==> src/rtl/ram_loader_if.sv <==
// Byte-stream handshake between the host-side source and the RAM loader.
interface ram_loader_if #(
  parameter int contentSize = 8
) ();
  logic [contentSize-1:0] in_data;
  logic                   in_valid;
  logic                   in_ready;

  modport master (output in_data, output in_valid, input in_ready);
  modport slave  (input in_data, input in_valid, output in_ready);
endinterface

==> src/rtl/ram_loader.sv <==
// Streams an image into the RAM write port, then reads it back and compares
// byte sums to confirm the load.
//
// state  | meaning
// IDLE   | waiting for start after reset
// LOAD   | accepting stream bytes and writing them at wptr
// SETTLE | two-cycle wait for RAM write-to-read visibility
// VERIFY | reading back 0..len-1 and summing
// DONE   | load finished; error holds the checksum result
module ram_loader #(
  parameter int addrSize    = 9,
  parameter int contentSize = 8
) (
  input  logic                   clk,
  input  logic                   reset,
  input  logic                   start,
  input  logic [addrSize:0]      len,
  ram_loader_if.slave            s,
  output logic [addrSize-1:0]    addr_in,
  output logic [contentSize-1:0] dataIn,
  output logic                   write_rq,
  output logic [addrSize-1:0]    addr_out,
  input  logic [contentSize-1:0] dataOut,
  output logic                   busy,
  output logic                   done,
  output logic                   error
);

  typedef enum logic [2:0] {
    S_IDLE, S_LOAD, S_SETTLE, S_VERIFY, S_DONE
  } state_t;

  localparam logic [addrSize:0] FULL = {1'b1, {addrSize{1'b0}}};
  localparam logic [addrSize:0] ONE  = {{addrSize{1'b0}}, 1'b1};

  state_t                 state_q, state_d;
  logic [addrSize:0]      len_q, len_d;
  logic [addrSize:0]      wptr_q, wptr_d;
  logic [addrSize:0]      rptr_q, rptr_d;
  logic [addrSize:0]      cnt_q, cnt_d;
  logic [contentSize-1:0] wsum_q, wsum_d;
  logic [contentSize-1:0] rsum_q, rsum_d;
  logic [contentSize-1:0] dlast_q, dlast_d;
  logic                   error_q, error_d;
  logic                   busy_q, busy_d;
  logic                   done_q, done_d;
  logic                   accept;

  assign accept = (state_q == S_LOAD) && s.in_valid;

  always_comb begin
    state_d = state_q;
    len_d   = len_q;
    wptr_d  = wptr_q;
    rptr_d  = rptr_q;
    cnt_d   = cnt_q;
    wsum_d  = wsum_q;
    rsum_d  = rsum_q;
    dlast_d = dlast_q;
    error_d = error_q;
    unique case (state_q)
      S_IDLE, S_DONE: begin
        if (start) begin
          len_d   = (len > FULL) ? FULL : len;
          wptr_d  = '0;
          rptr_d  = '0;
          wsum_d  = '0;
          rsum_d  = '0;
          error_d = 1'b0;
          if (len == '0) begin
            state_d = S_SETTLE;
            cnt_d   = ONE;
          end else begin
            state_d = S_LOAD;
          end
        end
      end
      S_LOAD: begin
        if (accept) begin
          wptr_d  = wptr_q + ONE;
          wsum_d  = wsum_q + s.in_data;
          dlast_d = s.in_data;
          if (wptr_d == len_q) begin
            state_d = S_SETTLE;
            cnt_d   = ONE;
          end
        end
      end
      S_SETTLE: begin
        if (cnt_q == '0) begin
          // An empty load has nothing to read back; both sums are still zero.
          if (len_q == '0) begin
            state_d = S_DONE;
            error_d = (wsum_q != rsum_q);
          end else begin
            state_d = S_VERIFY;
          end
        end else begin
          cnt_d = cnt_q - ONE;
        end
      end
      S_VERIFY: begin
        rsum_d = rsum_q + dataOut;
        rptr_d = rptr_q + ONE;
        if (rptr_d == len_q) begin
          state_d = S_DONE;
          error_d = (wsum_q != rsum_d);
        end
      end
      default: state_d = S_IDLE;
    endcase
    busy_d = (state_d == S_LOAD) || (state_d == S_SETTLE) || (state_d == S_VERIFY);
    done_d = (state_d == S_DONE);
  end

  always_ff @(posedge clk or negedge reset) begin
    if (!reset) begin
      state_q <= S_IDLE;
      len_q   <= '0;
      wptr_q  <= '0;
      rptr_q  <= '0;
      cnt_q   <= '0;
      wsum_q  <= '0;
      rsum_q  <= '0;
      dlast_q <= '0;
      error_q <= 1'b0;
      busy_q  <= 1'b0;
      done_q  <= 1'b0;
    end else begin
      state_q <= state_d;
      len_q   <= len_d;
      wptr_q  <= wptr_d;
      rptr_q  <= rptr_d;
      cnt_q   <= cnt_d;
      wsum_q  <= wsum_d;
      rsum_q  <= rsum_d;
      dlast_q <= dlast_d;
      error_q <= error_d;
      busy_q  <= busy_d;
      done_q  <= done_d;
    end
  end

  // Write side is combinational so an accepted byte lands in the same cycle.
  assign s.in_ready = (state_q == S_LOAD);
  assign write_rq   = accept;
  assign addr_in    = wptr_q[addrSize-1:0];
  assign dataIn     = (state_q == S_LOAD) ? s.in_data : dlast_q;
  assign addr_out   = (state_q == S_VERIFY) ? rptr_q[addrSize-1:0] : '0;
  assign busy       = busy_q;
  assign done       = done_q;
  assign error      = error_q;

endmodule

==> src/flat_wrapper.sv <==
// flat-port wrapper written by rule: the top's interface ports become plain ports
module ram_loader_flat 
#(
  parameter int addrSize    = 9,
  parameter int contentSize = 8
)
  (clk, reset, start, len, addr_in, dataIn, write_rq, addr_out, dataOut, busy, done, error, s_in_data, s_in_valid, s_in_ready);
  ram_loader_if #(.contentSize(contentSize)) s_i ();
  input  logic clk;
  input  logic reset;
  input  logic start;
  input  logic [addrSize:0] len;
  output logic [addrSize-1:0] addr_in;
  output logic [contentSize-1:0] dataIn;
  output logic write_rq;
  output logic [addrSize-1:0] addr_out;
  input  logic [contentSize-1:0] dataOut;
  output logic busy;
  output logic done;
  output logic error;
  input wire logic [$bits(s_i.in_data)-1:0] s_in_data;
  input wire logic [$bits(s_i.in_valid)-1:0] s_in_valid;
  output wire logic [$bits(s_i.in_ready)-1:0] s_in_ready;
  assign s_i.in_data = s_in_data;
  assign s_i.in_valid = s_in_valid;
  assign s_in_ready = s_i.in_ready;
  ram_loader #(.addrSize(addrSize), .contentSize(contentSize)) u_core (.clk(clk), .reset(reset), .start(start), .len(len), .s(s_i), .addr_in(addr_in), .dataIn(dataIn), .write_rq(write_rq), .addr_out(addr_out), .dataOut(dataOut), .busy(busy), .done(done), .error(error));
endmodule
==> config.mk <==
export PLATFORM = sky130hd
export DESIGN_NAME = ram_loader_flat
export DESIGN_NICKNAME = d
export VERILOG_FILES = /design/src/rtl/ram_loader_if.sv /design/src/rtl/ram_loader.sv /design/src/flat_wrapper.sv
export SDC_FILE = /design/constraint.sdc
export NUM_CORES = 1
export LEC_CHECK = 0
export CAP_MARGIN = 10
export CORE_MARGIN = 8
export CORE_UTILIZATION = 56
export DETAILED_ROUTE_END_ITERATION = 8
export PLACE_DENSITY = 0.91
export SKIP_CTS_REPAIR_TIMING = 1
export SLEW_MARGIN = 20
export SYNTH_ARGS = -nofsm -noshare
export SYNTH_HDL_FRONTEND = slang
export SYNTH_SLANG_ARGS = --single-unit
==> constraint.sdc <==
create_clock -name clk -period 3.5 [get_ports clk]
set_clock_uncertainty 0.1 [all_clocks]
set_input_delay 0.35 -clock clk [delete_from_list [all_inputs] [get_ports clk]]
set_output_delay 0.35 -clock clk [all_outputs]
set_load 0.01 [all_outputs]
==> results.md <==
- Drt initial violations: 382
- HPWL Detailed: roughly 9300 µm
- Synth Flop Type: dfrtp_1
- Crit end category: flip-flop
- Num rows: 34
- Largest net degree at the start of global routing: 35
- IO buf count: 60
- Source of the critical timing path: u_core.wptr_q[0]
- Setup TNS: 0 ns
- Yosys reg bits: 70
- Fin cells: 723
- Crit path DAT: 3.30 ns
- FF-to-FF setup slack: roughly 0.34 ns
- WP data required: 3.64 ns
- Mapped Area: 4820 µm²
- Ys Warns: 0
- Starting density of the core: 0.5637
- NetSw: 1.750 mW
- Synth Area in XOR/XNOR: 0.08359
- Commonest cells after routing, fill and taps aside: 116 x nand2_1, 70 x dfrtp_1, 59 x clkdlybuf4s50_1
- Drt total wl: 12620 µm
- PwrDens: 721.0 nW/µm²
- Layout area overhead: 17.37%
- GRT Overall Usage: 0.2208
- Fin crit share: 0.9037
- Post-synth EDFFs: 0
- Reg clk slew, reported paths: ~0.07 ns
- Slew Limit Headroom: 0.3773
- Crit start category: flip-flop
- Max-cap viol count: 0
- TritonCTS clock tree: built
- CTS Buf Count: 9
- Crit path time final: 3.163 ns
- Combinational Power Share: 0.490
- Core area: 8551 µm²
- Worst r2r src: u_core.wptr_q[0]
- Setup violations, final: 0
- Compound-cell area share of the yosys netlist: 0.1651
- Die Ht: roughly 110 µm
- Crit path capture: u_core.cnt_q[7]
- Register area share after synthesis: 0.3634
- Die ar.: 11830 µm²
- # IOs: 61
- PnR worst setup slack: 0.3372 ns
- Nets: 661
- CP Max Fanout: 7
- ANT nets after route: 0
- Drt wl/cell: ~17 µm
- Simple-gate share of the synthesized area: 0.2817
- Count of cell types in the netlist: 66
- Via count: 4405
- Post-Synth Adder-Cell Area: 0.05244
- Ant diodes: 0
- Placer Congestion: 0.9535
- Clock sink count: 70
- Slew Limit Fails: 0
- Int Power: 2.328 mW
- Fmax: 0.3162 GHz
- Sw frac: 0.4292
- LEAKAGE: 2.512 nW
- Chip Width: 108.8 µm
- Commonest non-fill, non-tap cell in the layout: nand2_1
- Clk buf depth: 2
- Worst setup path class: flip-flop to flip-flop
- Async S/R FF share, synth: 1.000
- Max H-tree Level: 3
- Worst slack at placement: 0.3491 ns
- CP dominant cell by count: nor4_4
- Hold Crit Class: input port to async pin
- Total congestion overflow: 0
- FF-to-FF path depth: 9
- Worst-margin pin slew: roughly 0.93 ns
- DRC viols: 0
- Worst path max stage delay: 0.55 ns
- Final Power: 4.079 mW
- Mux contribution to synthesized area: 0.006231
- Synth Instances: ~570
- Initial antenna violation count: 0
- Count of final hold-check violations: 32
- Largest family of logic cells by synthesized area: simple AND/OR/NAND/NOR gates
- RSZ-0062 raised after global routing: no
- Clk pwr share: 0.165
- First-pass GRT wire length: 20850 µm
- Syn_nets: 614
- Layout cell share with drive strength beyond 1: 0.08780
- Placed cells: a little over 700
- Status: complete, but fails checks
- Reg2reg end: u_core.cnt_q[7]
- First drt pass iteration count: 5
- Flop pwr share: 0.345
- Vias/cell: about 6.1
- VDD IR max: 458.5 µV
- Clock latency on the worst-skew pair: around 0.35 ns
- Slowest stage cell, crit path: dfrtp_1
- Post-synthesis average cell area: 8.530 µm²
- Vias in the first global route: 4384
- CP Cell Sequence: ha_1, nand3_1, nor3_1, a2bb2oi_1, nor4_4, o211ai_4, nor4_4, a21oi_1, o21a_1
- Violated checks: hold timing
- Final hold slack: -0.03695 ns
- Root buf cell: clkbuf_8
-- cells in the mapped netlist (all sizes together), types with 4 or more instances --
| cell | number | area share |
|---|---|---|
| nor3 | 10 | 0.015 |
| nand3b | 15 | 0.026 |
| nand2 | 116 | 0.090 |
| nand2b | 4 | 0.0052 |
| xor2 | 18 | 0.033 |
| o21ai | 43 | 0.045 |
| nor2b | 4 | 0.0052 |
| a211oi | 4 | 0.0062 |
| nor2 | 43 | 0.035 |
| o22ai | 5 | 0.0065 |
| and2 | 6 | 0.0078 |
| a21o | 11 | 0.017 |
| clkbuf | 18 | 0.014 |
| xnor2 | 28 | 0.051 |
| nor4 | 13 | 0.026 |
| inv | 15 | 0.012 |
| ha | 17 | 0.044 |
| a21oi | 20 | 0.023 |
| nand3 | 19 | 0.022 |
| buf | 17 | 0.022 |
| dfrtp | 70 | 0.36 |
| and3 | 9 | 0.012 |
| nand4 | 7 | 0.010 |
-- sequential cells by signal, summed over array words and instances, names as in the netlist --
name,flops
u_core.dlast_q,8
u_core.error,1
u_core.done,1
u_core.cnt_q,10
u_core.wsum_q,8
u_core.rsum_q,8
u_core.len_q,10
u_core.wptr_q,10
u_core.busy,1
u_core.state_q,3
u_core.rptr_q,10
-- power by group through the flow --
stage | Sequential, mW | Combinational (mW) | Clock (mW)
2_1_floorplan | 1.26 | 1.53 | 0
3_5_place_dp | 1.41 | 1.97 | 0
4_1_cts | 1.40 | 1.99 | 0.673
5_1_grt | 1.44 | 2.21 | 0.713
3_3_place_gp | 1.39 | 1.87 | 0
6_report | 1.41 | 2.00 | 0.671
-- worst max-delay path, delay by kind of cell (launching register included) --
family	cells	cell delay, ns
simple gates	4	1.40
compound gates	4	0.63
flops	1	0.55
fa+ha+maj	1	0.37
-- cells by family (layout without fill, tap and decap cells) --
| logic type | Yosys count | in the layout |
|---|---|---|
| AOI/OAI and AO/OA | 116 | 116 |
| xor gates and xnor gates | 46 | 46 |
| adders and majority gates | 19 | 19 |
| buffers and inverters | 50 | 100 |
| DFF | 70 | 70 |
| muxes | 3 | 3 |
| and+or+nand+nor | 261 | 261 |
-- area by class of cell --
type / instances / area, µm²
multi-input cells: 445 / 2839
well taps: 108 / 135.1
flip-flops and latches: 70 / 1752
clock inverters: 3 / 45.04
clock buffers: 11 / 151.4
fillers: 682 / 2894
inverters: 15 / 56.30
repair buffers: 71 / 678.2
-- how the worst min path moves through the flow --
stage	to	slack, ns	cells past startpoint
after floorplan	u_core.busy	-0.05	0
after global placement	u_core.rptr_q[3]	0.35	1
after detailed placement	u_core.rptr_q[1]	0.37	1
after CTS	u_core.state_q[2]	-0.01	1
after global routing	u_core.state_q[2]	0.02	1
final	u_core.rptr_q[3]	-0.04	1
-- per-stage QoR --
step	util	hold WS [ns]	area (µm²)
finish	0.6615	-0.03695	5657
global placement	0.6386	0.3519	5460
floorplan	-	-0.04559	4820
global route	0.6615	0.02300	5657
detailed placement	0.6386	0.3667	5460
CTS	0.6615	-0.01440	5657
-- metal layers --
metal,vias up,global-route usage,wire length (µm),part of all wire
met5,-,0,0,0
met1,2095,0.2689,5082,0.40
li1,2060,-,-,-
met3,40,0.04492,1017,0.081
met2,210,0.3710,6101,0.48
met4,0,0.09775,416,0.033
Power figures use the tool's default switching activity.
